File: src/rtl/switch_debounce.sv
// Per-channel switch conditioner: two-flop synchroniser, stable-count debounce,
// and registered one-cycle rise/fall pulses aligned with the debounced level change.
module switch_debounce #(
    parameter int   NUM_SWITCHES   = 4,
    parameter int   DEBOUNCE_LIMIT = 250000,
    parameter logic INIT_LEVEL     = 1'b0
) (
    input  logic                    i_Clk,
    input  logic                    i_Reset,
    input  logic [NUM_SWITCHES-1:0] i_Switch,
    output logic [NUM_SWITCHES-1:0] o_Switch,
    output logic [NUM_SWITCHES-1:0] o_Rise,
    output logic [NUM_SWITCHES-1:0] o_Fall
);

    localparam int              CW        = $clog2(DEBOUNCE_LIMIT);
    localparam logic [CW-1:0]   COUNT_MAX = CW'(DEBOUNCE_LIMIT - 1);

    logic [NUM_SWITCHES-1:0] sync1_q;
    logic [NUM_SWITCHES-1:0] sync2_q;
    logic [NUM_SWITCHES-1:0] level_q;
    logic [NUM_SWITCHES-1:0] level_d;
    logic [NUM_SWITCHES-1:0] rise_q;
    logic [NUM_SWITCHES-1:0] rise_d;
    logic [NUM_SWITCHES-1:0] fall_q;
    logic [NUM_SWITCHES-1:0] fall_d;
    logic [CW-1:0]           count_q [NUM_SWITCHES];
    logic [CW-1:0]           count_d [NUM_SWITCHES];

    // The count only runs while the synchronised pin disagrees with the
    // debounced level; any agreement (a bounce back) restarts it from zero.
    always_comb begin
        level_d = level_q;
        rise_d  = '0;
        fall_d  = '0;
        for (int n = 0; n < NUM_SWITCHES; n++) begin
            count_d[n] = '0;
            if (sync2_q[n] != level_q[n]) begin
                if (count_q[n] == COUNT_MAX) begin
                    level_d[n] = sync2_q[n];
                    rise_d[n]  = sync2_q[n];
                    fall_d[n]  = ~sync2_q[n];
                end else begin
                    count_d[n] = count_q[n] + CW'(1);
                end
            end
        end
    end

    always_ff @(posedge i_Clk) begin
        if (i_Reset) begin
            sync1_q <= {NUM_SWITCHES{INIT_LEVEL}};
            sync2_q <= {NUM_SWITCHES{INIT_LEVEL}};
            level_q <= {NUM_SWITCHES{INIT_LEVEL}};
            rise_q  <= '0;
            fall_q  <= '0;
            for (int n = 0; n < NUM_SWITCHES; n++) begin
                count_q[n] <= '0;
            end
        end else begin
            sync1_q <= i_Switch;
            sync2_q <= sync1_q;
            level_q <= level_d;
            rise_q  <= rise_d;
            fall_q  <= fall_d;
            for (int n = 0; n < NUM_SWITCHES; n++) begin
                count_q[n] <= count_d[n];
            end
        end
    end

    assign o_Switch = level_q;
    assign o_Rise   = rise_q;
    assign o_Fall   = fall_q;

endmodule

File: config.mk
export PLATFORM = sky130hd
export DESIGN_NAME = switch_debounce
export DESIGN_NICKNAME = d
export VERILOG_FILES = /design/src/rtl/switch_debounce.sv
export SDC_FILE = /design/constraint.sdc
export NUM_CORES = 1
export LEC_CHECK = 0
export CAP_MARGIN = 0
export CORE_UTILIZATION = 30
export CTS_BUF_LIST = sky130_fd_sc_hd__clkbuf_2
export DETAILED_ROUTE_END_ITERATION = 8
export RECOVER_POWER = 100
export REMOVE_ABC_BUFFERS = 1
export SLEW_MARGIN = 20
export SYNTH_ARGS = -nofsm -noshare
export SYNTH_HDL_FRONTEND = slang
export SYNTH_SLANG_ARGS = --single-unit
File: constraint.sdc
create_clock -name i_Clk -period 4.06 [get_ports i_Clk]
set_input_delay 0.812 -clock i_Clk [delete_from_list [all_inputs] [get_ports i_Clk]]
set_output_delay 0.812 -clock i_Clk [all_outputs]
set_load 0.05 [all_outputs]
* Word-level counts from Yosys, hierarchy flattened
Memories as Yosys holds them, arrays and structs flattened.
Cells that the tools add are included.
** Word-level totals
- Word-level logic and storage cells :: 66
- Memories :: 1
- Bits in writable memories :: 72
- Bits of input ports :: 6
- Output and inout port bits :: 12
- Bits in registers :: 20
** Memories
- count_q :: words 4, width 18, read ports 4, clocked after memory_dff 0, write ports 4, line 27 : logic [CW-1:0] count_q [NUM_SWITCHES];
** Operators by class
- Equality and inequality tests :: 8
- Bitwise operators :: 16
- Add/sub/neg operators :: 4
- Multiplexer cells :: 15
- Reduce and logical (&&, ||, !) cells :: 8
** Operators with widths (count)
- $mux W18 :: 12
- $add A18 B1 Y18 const B :: 4
- $eq A18 B18 Y1 const B :: 4
- $not A1 Y1 :: 12
- $reduce_or A3 Y1 :: 4
- $reduce_and A2 Y1 :: 4
- $ne A1 B1 Y1 :: 4
- $or A1 B1 Y1 :: 4
- $mux W1 :: 3

* Depth between registers and ports, before layout
- Depth in word-level cells :: 4
- Mapped depth :: 7
- Depth with buffers taken out :: 5

* Worst setup path before layout
OpenSTA, ideal clock, no wires.
- Kind :: reg2reg
- From :: memory count_q[2][0] (netlist bit)
- To :: memory count_q[2][10] (netlist bit)
- Setup slack :: 2123 ps
- Library setup time :: 117 ps
- Period minus slack after synthesis :: 1937 ps
- Buffers on the path :: 2
- Stages on the path, launching flop included :: 8
- Data required time :: 3943 ps
- Arrival :: 1820 ps
- Path through :: dfxtp_1 -> ha_1 -> clkbuf_1 -> nand3_1 -> or3_1 -> o21ai_1 -> buf_2 -> nor2_1
** RTL lines (line)
- start, declared :: 27

==> metrics.cfg <==
[worst_hold_path]
whs_endpoint = sync2_q[2]
hp-start = sync1_q[2]
holdPathStages = 1
hold_path.class = register to register

[placement]
portBuffers = 17
dpl.hpwl_mm = 5.31
gp_congestion = 0.765

[power]
p_comb_frac = 0.015
p_leak_uw = 0.00128
p_clk_frac = 0.324
powerDensity_mw_per_mm2 = 320
share_seq_of_total_power = 0.661
peakVddDrop_v = 0.000147
p_sw_uw = 319
swShare = 0.231
p_int_uw = 1060

[layout]
final_common_cell = dfxtp_1
area_delta_synth_final_pct = 10.6
diodes = 0
drive_gt1_frac = 0.0419
final_nets = 459
most-common-layout-cells = dfxtp_1, nor2_1, xnor2_1

[yosys]
synth_seq_area_share = 0.471
syn_area_mm2 = 0.00391
synth_top_family_by_area = simple AND/OR/NAND/NOR gates
synth_edf_count = 0
ys_seq_elements = 92
synth_flop_cell = dfxtp_1
synthMuxAreaShare = 0.00768
synthSimpleGateAreaFrac = 0.310
async_flop_share = 0
synth_fa_ha_area_frac = 0.0128
yosys_warnings = 0
synth_xor_area_frac = 0.134
netlist-cell-type-count = 37
synth_compound_area_frac = 0.0416
syn-instance-count = 431
syn_area_per_cell_um2 = 9.07

[die]
die-area_mm2 = 0.0135
die_x_um = 116
core_area_mm2 = 0.0127
fp.dieH_um = 116
row_count = 41
initial_core_util = 0.308
boundaryPins = 18

[drt]
drcViolationCount = 0
wl_mm = 7.55
routedWlPerCell_um = 12.1
drtAntennaViolNets = 0
viasPerCell = 4.83
drt_iter0_drc = 124
first_pass_iters = 4
route.vias.total = 3022

[sta]
hold_ws_ns = 0.458
rsz0062_at_grt = false
finClkSkew_ns = 0.0411
fin_setup_tns_ns = 0
finalCriticalPeriod_ns = 3.11
final_hold_viol_count = 0
maxSlewHeadroom = -0.340
finalSetupViolCount = 0
slew_viol_final = 70
worst_pin_slew_ns = 1.99
max_freq_ghz = 0.321
period_share = 0.766

[setup_path]
endpoint_kind = register
reg2reg_depth = 4
crit_family = compound AO/OA/AOI/OAI gates
worstSetupPathType = register to register
path_common_cell = or4_1
startpoint_type = register
critPathMaxFanout = 16
arrival_ns = 3.48
reg2reg_to = count_q[3][6]
crit_required_ns = 4.43
crit_path_top_delay_cell = o21ai_0
path_buf_inv = 0
reg2reg_slack_ns = 0.95
rr_startpoint = count_q[3][8]
path_cells = or4_1 -> or4_1 -> o21ai_0 -> nor2_1
slowest_delay_ns = 1.33

[grt]
grtUsageTotal = 0.121
grt_max_degree = 24
grt_overflow = 0
grt_pass1_wl_mm = 13.1
antenna_found_initial = 0
grt_pass1_vias = 2885

[cts]
cts_sinks = 92
numCtsBuffers = 9
clockBufferDepth = 2
cts_setup_buffers = 0
clock_latency_ns = 0.55
htreeDepth = 3
ctsResizeCount = 0
root_buffer = clkbuf_2
hold_buffers = 0
cts_tree = yes
clk_pin_slew_ns = 0.25

[job]
max_cap_viol_count = 4

[run_status]
status = finished, violations left
violations = max-capacitance violations, max-slew violations

## power by group through the flow
stage | clock network (µW) | registers (µW) | logic, µW
global placement | 0 | 931 | 22.1
floorplan | 0 | 930 | 10.8
detailed placement | 0 | 931 | 22.5
finish | 449 | 914 | 20.8
global route | 502 | 916 | 23.0
CTS | 470 | 914 | 22.4
## per-layer routing
| layer | share of wire | GRT usage | up-vias |
|---|---|---|---|
| li1 | - | - | 1558 |
| met1 | 0.49 | 0.150 | 1408 |
| met2 | 0.46 | 0.205 | 47 |
| met3 | 0.038 | 0.0311 | 9 |
| met4 | 0.015 | 0.0410 | 0 |
| met5 | 0 | 0 | - |
## through the flow
step	total power, µW	setup slack, ns	util	cells	instance area, µm²
2_1_floorplan	941	2.11	-	420	3850
3_3_place_gp	953	1.63	0.335	610	4240
3_5_place_dp	953	1.53	0.335	610	4240
4_1_cts	1410	1.32	0.344	626	4360
5_1_grt	1440	0.656	0.341	626	4320
6_report	1380	0.949	0.341	626	4320
## layout make-up
cell class,instances,area (µm²)
Multi-Input combinational cell,320,1950
Clock inverter,6,65.1
Clock buffer,10,50.0
Inverter,8,30.0
Tap cell,172,215
Timing Repair Buffer,18,174
Fill cell,1317,8350
Sequential cell,92,1840
## worst max-delay path by stage
stage / start / endpoint / slack, ns / cells after the start
floorplan: count_q[2][0] / count_q[2][10] / 2.11 / 5
global placement: i_Reset / count_q[2][3] / 1.63 / 5
detailed placement: i_Reset / count_q[2][5] / 1.53 / 5
CTS: o_Switch[1] / o_Switch[1] / 1.32 / 1
global route: count_q[1][8] / count_q[1][5] / 0.66 / 4
finish: count_q[3][8] / count_q[3][6] / 0.95 / 4
## flip-flops by register name (all words and copies together) (netlist names)
name,count
sync2_q,4
o_Switch,4
o_Rise,4
count_q,72
sync1_q,4
o_Fall,4
## logic make-up (layout without fill, tap and decap cells)
group / count (synthesis) / count (layout)
fa+ha+maj: 4 / 4
compound gates: 24 / 24
xor+xnor: 60 / 60
buf+inv: 19 / 42
mux: 3 / 3
simple gates: 229 / 229
flops: 92 / 92
## Yosys cell counts, drive strengths merged (4+ instances only)
master	count	share of area
a21oi	10	0.013
and3	7	0.011
and4	6	0.013
buf	4	0.0083
clkbuf	7	0.0067
dfxtp	92	0.47
ha	4	0.013
inv	8	0.0077
nand2	18	0.017
nand3	27	0.035
nand4	21	0.034
nor2	79	0.077
nor2b	9	0.014
nor3	9	0.012
nor4	23	0.037
o21ai	8	0.017
o31ai	5	0.0096
or3	5	0.0080
or4	11	0.024
xnor2	43	0.096
xor2	17	0.038
Power figures use the tool's default switching activity.
